## src/rtl/piso_word_reader_if.sv

```systemverilog
// piso_word_reader_if
//   Bundles the parallel load handshake and the serial output handshake of
//   piso_word_reader.
//   Signals:
//     load_valid  upstream word on load_data is valid
//     load_ready  reader can accept a word
//     load_data   parallel word to read out (WIDTH bits)
//     ser_out     current serial bit
//     ser_valid   ser_out holds a valid bit
//     ser_ready   downstream accepts ser_out this cycle
//     ser_last    current bit is the final bit of the word
//     busy        a word is in flight
//   Modports:
//     slave   the reader itself
//     master  the environment driving loads and consuming bits
interface piso_word_reader_if #(
    parameter int WIDTH = 8
);
    logic             load_valid;
    logic             load_ready;
    logic [WIDTH-1:0] load_data;
    logic             ser_out;
    logic             ser_valid;
    logic             ser_ready;
    logic             ser_last;
    logic             busy;

    modport slave (
        input  load_valid,
        input  load_data,
        input  ser_ready,
        output load_ready,
        output ser_out,
        output ser_valid,
        output ser_last,
        output busy
    );

    modport master (
        output load_valid,
        output load_data,
        output ser_ready,
        input  load_ready,
        input  ser_out,
        input  ser_valid,
        input  ser_last,
        input  busy
    );
endinterface

```

## src/rtl/piso_word_reader.sv

```systemverilog
// piso_word_reader
//   Accepts one parallel word over a valid/ready handshake and shifts it out
//   one bit per accepted serial beat, MSB or LSB first.
//   Ports:
//     clk    system clock, all state changes on posedge
//     rst_n  synchronous reset, active low
//     bus    piso_word_reader_if.slave: load_valid/load_ready/load_data in,
//            ser_out/ser_valid/ser_ready/ser_last out, busy out
//   Parameters:
//     WIDTH      bits per word, 2..32
//     MSB_FIRST  1: bit WIDTH-1 leaves first; 0: bit 0 leaves first
module piso_word_reader #(
    parameter int WIDTH     = 8,
    parameter bit MSB_FIRST = 1'b1
) (
    input  logic              clk,
    input  logic              rst_n,
    piso_word_reader_if.slave bus
);
    localparam int CW = (WIDTH > 1) ? $clog2(WIDTH) : 1;
    localparam logic [CW-1:0] LAST_COUNT = CW'(WIDTH - 1);

    typedef enum logic {
        IDLE  = 1'b0,
        SHIFT = 1'b1
    } state_t;

    state_t           state_reg;
    state_t           state_next;
    logic [WIDTH-1:0] shreg_reg;
    logic [WIDTH-1:0] shreg_next;
    logic [CW-1:0]    count_reg;
    logic [CW-1:0]    count_next;
    logic [WIDTH-1:0] shifted;

    // Shift one place toward the send end, zero-filling the far end.
    generate
        for (genvar gi = 0; gi < WIDTH; gi++) begin : g_shift
            if (MSB_FIRST) begin : g_msb
                if (gi == 0) begin : g_fill
                    assign shifted[gi] = 1'b0;
                end else begin : g_move
                    assign shifted[gi] = shreg_reg[gi-1];
                end
            end else begin : g_lsb
                if (gi == WIDTH - 1) begin : g_fill
                    assign shifted[gi] = 1'b0;
                end else begin : g_move
                    assign shifted[gi] = shreg_reg[gi+1];
                end
            end
        end
    endgenerate

    always_ff @(posedge clk) begin
        if (!rst_n) begin
            state_reg <= IDLE;
            shreg_reg <= '0;
            count_reg <= '0;
        end else begin
            state_reg <= state_next;
            shreg_reg <= shreg_next;
            count_reg <= count_next;
        end
    end

    always_comb begin
        state_next = state_reg;
        shreg_next = shreg_reg;
        count_next = count_reg;
        case (state_reg)
            IDLE: begin
                // load_data is only looked at on a real handshake, so an
                // undriven bus while load_valid is low never reaches shreg.
                if (bus.load_valid) begin
                    shreg_next = bus.load_data;
                    count_next = '0;
                    state_next = SHIFT;
                end
            end
            SHIFT: begin
                if (bus.ser_ready) begin
                    if (count_reg == LAST_COUNT) begin
                        // Last bit stays in shreg; the IDLE cycle that follows
                        // is the mandatory bubble between words.
                        state_next = IDLE;
                    end else begin
                        count_next = count_reg + CW'(1);
                        shreg_next = shifted;
                    end
                end
            end
            default: begin
                state_next = IDLE;
            end
        endcase
    end

    assign bus.load_ready = (state_reg == IDLE);
    assign bus.ser_valid  = (state_reg == SHIFT);
    assign bus.busy       = (state_reg == SHIFT);
    assign bus.ser_last   = (state_reg == SHIFT) && (count_reg == LAST_COUNT);
    assign bus.ser_out    = MSB_FIRST ? shreg_reg[WIDTH-1] : shreg_reg[0];
endmodule

```

## src/flat_wrapper.sv

```systemverilog
// flat-port wrapper written by rule: the top's interface ports become plain ports
module piso_word_reader_flat 
#(
    parameter int WIDTH     = 8,
    parameter bit MSB_FIRST = 1'b1
)
  (clk, rst_n, bus_load_valid, bus_load_data, bus_ser_ready, bus_load_ready, bus_ser_out, bus_ser_valid, bus_ser_last, bus_busy);
  piso_word_reader_if #(.WIDTH(WIDTH)) bus_i ();
  input  logic clk;
  input  logic rst_n;
  input wire logic [$bits(bus_i.load_valid)-1:0] bus_load_valid;
  input wire logic [$bits(bus_i.load_data)-1:0] bus_load_data;
  input wire logic [$bits(bus_i.ser_ready)-1:0] bus_ser_ready;
  output wire logic [$bits(bus_i.load_ready)-1:0] bus_load_ready;
  output wire logic [$bits(bus_i.ser_out)-1:0] bus_ser_out;
  output wire logic [$bits(bus_i.ser_valid)-1:0] bus_ser_valid;
  output wire logic [$bits(bus_i.ser_last)-1:0] bus_ser_last;
  output wire logic [$bits(bus_i.busy)-1:0] bus_busy;
  assign bus_i.load_valid = bus_load_valid;
  assign bus_i.load_data = bus_load_data;
  assign bus_i.ser_ready = bus_ser_ready;
  assign bus_load_ready = bus_i.load_ready;
  assign bus_ser_out = bus_i.ser_out;
  assign bus_ser_valid = bus_i.ser_valid;
  assign bus_ser_last = bus_i.ser_last;
  assign bus_busy = bus_i.busy;
  piso_word_reader #(.WIDTH(WIDTH), .MSB_FIRST(MSB_FIRST)) u_core (.clk(clk), .rst_n(rst_n), .bus(bus_i));
endmodule
```

## config.mk

```make
export PLATFORM = sky130hd
export DESIGN_NAME = piso_word_reader_flat
export DESIGN_NICKNAME = d
export VERILOG_FILES = /design/src/rtl/piso_word_reader_if.sv /design/src/rtl/piso_word_reader.sv /design/src/flat_wrapper.sv
export SDC_FILE = /design/constraint.sdc
export NUM_CORES = 1
export LEC_CHECK = 0
export ABC_AREA = 1
export CAP_MARGIN = 20
export CORE_MARGIN = 2
export CORE_UTILIZATION = 45
export CTS_CLUSTER_DIAMETER = 50
export DETAILED_ROUTE_END_ITERATION = 8
export PLACE_DENSITY_LB_ADDON = 0.2
export SLEW_MARGIN = 10
export SYNTH_ARGS = -nofsm -noshare
export SYNTH_HDL_FRONTEND = slang
export SYNTH_SLANG_ARGS = --single-unit
```

## constraint.sdc

```tcl
create_clock -name clk -period 2.6 [get_ports clk]
set_input_delay 0.39 -clock clk [delete_from_list [all_inputs] [get_ports clk]]
set_output_delay 0.39 -clock clk [all_outputs]
set_load 0.02 [all_outputs]
```

==> results by group <==
Die
  – Height of the chip: 42.8 um
  – Horizontal extent of the die: between 40 and 50 um
  – Core Footprint: 1450 sq um
  – Floorplan die area: 1830 sq um
  – Top-level port count: 17
  – Row Count: 14
  – Effective utilization at floorplan: 0.466

Power and ir drop
  – Net Sw Power: roughly 0.00012 W
  – Power share of the sequential group: 0.492
  – Fraction of power consumed by the clock network: 0.271
  – Power share of the combinational group: 0.237
  – Max VDD drop: around 0.00032 V
  – Proportion of total power due to net switching: 0.291
  – Internal power of the cells: around 0.0003 W
  – Overall Power: roughly 0.00042 W
  – P per Cell Area: a little under 500 nW/um^2
  – Standby leakage power: between 0.3 and 0.4 nW

Worst setup path
  – Most used cell along the critical path: sky130_fd_sc_hd__ha_1
  – Depth of the most critical reg-to-reg path: 6
  – Endpoint of the worst register-to-register path: u_core.shreg_reg[1]
  – Critical path data required time: between 2000 and 2500 ps
  – Endpoint class of the critical path: output pin
  – Max Fanout on Critical Path: 3
  – Startpoint type of the worst setup path: flip-flop
  – Stage delay of the slowest cell on the critical path: 590 ps
  – Worst setup slack for register-to-register paths: ~1200 ps
  – Setup Crit Path Kind: flip-flop to output pin
  – Crit Reg-Reg Startpoint: u_core.count_reg[0]
  – Critical path's slowest cell: sky130_fd_sc_hd__clkdlybuf4s50_1
  – Data arrival time of the worst path: ~1700 ps
  – Worst-path cell chain: ha_1 > ha_1 > nand2_1 > inv_1 > clkdlybuf4s50_1

GRT
  – Antenna violations before repair: 0
  – Largest net degree at the start of global routing: 20
  – GR Util All Layers: 0.165
  – Global-route wire length before repair: approximately 2200 um
  – Total congestion overflow: 0
  – Via count of the first global-routing pass: 545

Synthesis
  – Area share of the leading cell type in the synthesized netlist: 0.354
  – Post-Syn Area per Cell: slightly below 7 sq um
  – Most frequent cells after synthesis: 31 x sky130_fd_sc_hd__nand2_1, 12 x sky130_fd_sc_hd__dfxtp_1, 11 x sky130_fd_sc_hd__a21oi_1, 11 x sky130_fd_sc_hd__inv_1
  – Sequential element share of the synthesized area: 0.354
  – Post-synthesis instance area: 678 sq um
  – Flip-flop and latch count after synthesis: 12
  – Number of enable-type register cells in the synthesized netlist: 0
  – Yosys top cell by area: sky130_fd_sc_hd__dfxtp_1
  – Most numerous cell in the Yosys netlist: sky130_fd_sc_hd__nand2_1
  – Post-synthesis net count: 112
  – Synthesis Warnings: 0
  – Gate count after technology mapping: ~100
  – Leading post-synthesis cells by cell area: sky130_fd_sc_hd__dfxtp_1 35%, sky130_fd_sc_hd__nand2_1 17%, sky130_fd_sc_hd__a21oi_1 8.1%
  – Main synth FF type: sky130_fd_sc_hd__dfxtp_1
  – Fraction of synthesis flops using an asynchronous set or reset pin: 0
  – Post-synthesis cell type count: 18

Timing
  – Post-Route Skew: between 1.5 and 2 ps
  – Post-route setup TNS: 0 ps
  – Fmax: roughly 0.48 GHz
  – Final min period: between 2000 and 2500 ps
  – Pin slew with the least headroom to its limit: about 370 ps
  – Hold Fails Final Rpt: 0
  – Setup repair after global routing missed its margin: false
  – Number of endpoints failing setup at the final stage: 0
  – Final clock period utilization by the worst path: 0.797
  – Relative slew slack: 0.753
  – Slew Viols, Final: 0

Detailed routing
  – Met3 Routed Length: just over 60 um
  – Antenna-violating nets left: 0
  – Vias after detailed routing: around 630
  – Vias per Instance: roughly 4.9
  – Final routed DRC violation total: 0
  – Number of search-and-repair iterations in the first detailed-routing pass: 4
  – 1st-iter DRT viols: 14
  – Met2 Wirelength: roughly 650 um
  – Routed wirelength normalized by instance count: roughly 11 um
  – Routed wire length: 1380 um
  – Top routing layer used: met4
  – Routed metal-1 wire length: 653 um

CTS
  – Buffer cell driving the clock tree root: sky130_fd_sc_hd__clkbuf_4
  – Postcts setup bufs: 0
  – CTS HTree Levels: 1
  – Post-cts sizing count: 0
  – Cts bufs inserted: 3
  – Reg clk slew, reported paths: 70 ps
  – CTS Sinks: 12
  – Clock buffer depth: 2
  – Worst-skew pair later-pin latency: 270 ps
  – Hold-fix buffer count after cts: 0
  – TritonCTS clock tree: built

Min path
  – Hold Path Stages: 2
  – Beginning of the worst hold path: u_core.count_reg[1]
  – Worst min-delay path endpoint: u_core.count_reg[1]
  – Class of the tightest hold or removal check: flip-flop to flip-flop

Cells and area
  – Net total in the final layout: ~130
  – Final Non-Filler Cells: between 100 and 150
  – Fraction of layout instances using a drive strength above 1: 0.0885
  – Layout Utilization: 0.589
  – Antenna diode count: 0
  – Number of flip-flops in the largest register: 8
  – Cell area after layout: 856 sq um
  – Area growth, synth to finish: 26.2%

Job
  – Max cap viols: 0

Placement
  – HPWL after DPL: 921 um
  – Total instance count after detailed placement: 126
  – Weighted congestion at the end of routability-driven global placement: between 0.7 and 0.8
  – Port Buffers: 16
  – Dpl cell area: 833 sq um

Status
  – Status: finished clean
how the worst max path moves through the flow:
stage	end	from
2_1_floorplan	bus_ser_last	u_core.bus.busy
3_3_place_gp	bus_ser_last	u_core.count_reg[1]
3_5_place_dp	bus_ser_last	u_core.count_reg[1]
4_1_cts	bus_ser_last	u_core.count_reg[1]
5_1_grt	bus_ser_last	u_core.count_reg[1]
6_report	bus_ser_last	u_core.count_reg[1]
routing by layer:
| layer | global-route usage | vias to the layer above |
|---|---|---|
| met4 | 0.113 | 0 |
| met1 | 0.205 | 277 |
| met2 | 0.258 | 11 |
| met3 | 0.0255 | 2 |
| li1 | - | 344 |
| met5 | 0 | - |
power groups by stage:
stage	logic (W)	clock network [W]	registers, W
5_1_grt	0.000111	0.000124	0.000208
2_1_floorplan	0.0000619	0	0.000213
4_1_cts	0.000101	0.000117	0.000206
6_report	0.0000994	0.000114	0.000206
3_5_place_dp	0.0000990	0	0.000211
3_3_place_gp	0.0000985	0	0.000210
kinds of logic after synthesis:
family | share of synthesized area
simple gates | 0.393
compound gates | 0.0978
fa+ha+maj | 0.0369
flops | 0.354
buf+inv | 0.118
layout by cell type, fill, tap and decap left out, types with 2 or more instances in the layout:
| cell type | netlist | routed |
|---|---|---|
| sky130_fd_sc_hd__nor2_1 | 8 | 8 |
| sky130_fd_sc_hd__ha_1 | 2 | 2 |
| sky130_fd_sc_hd__a21oi_1 | 11 | 11 |
| sky130_fd_sc_hd__nand3_2 | 3 | 3 |
| sky130_fd_sc_hd__dfxtp_1 | 12 | 12 |
| sky130_fd_sc_hd__inv_1 | 11 | 11 |
| sky130_fd_sc_hd__nand4_1 | 2 | 2 |
| sky130_fd_sc_hd__nand2_1 | 31 | 31 |
| sky130_fd_sc_hd__clkdlybuf4s50_1 | 0 | 16 |
| sky130_fd_sc_hd__nand3_1 | 8 | 8 |
| sky130_fd_sc_hd__clkbuf_4 | 0 | 3 |
area by class of cell:
class / instances / area (sq um)
fill: 146 / 598
multi-input combinational: 69 / 358
clock buffer: 3 / 22.5
sequential: 12 / 240
timing repair buffer: 17 / 168
inverter: 12 / 47.5
tap: 16 / 20.0
critical path, delay by kind of cell, from the launching register on:
| family | cells | cell delay [ps] |
|---|---|---|
| AND/OR/NAND/NOR | 1 | 60 |
| flip-flops | 1 | 350 |
| buffers and inverters | 2 | 650 |
| adder cells (fa/ha/maj) | 2 | 350 |
metrics by stage:
step | setup WS (ps) | hold WS, ps
after floorplan | 1170 | 452
after global placement | 868 | 467
after detailed placement | 843 | 475
after global routing | 464 | 493
after CTS | 519 | 485
final | 528 | 484
No activity file was read; power rests on OpenSTA's default activity.
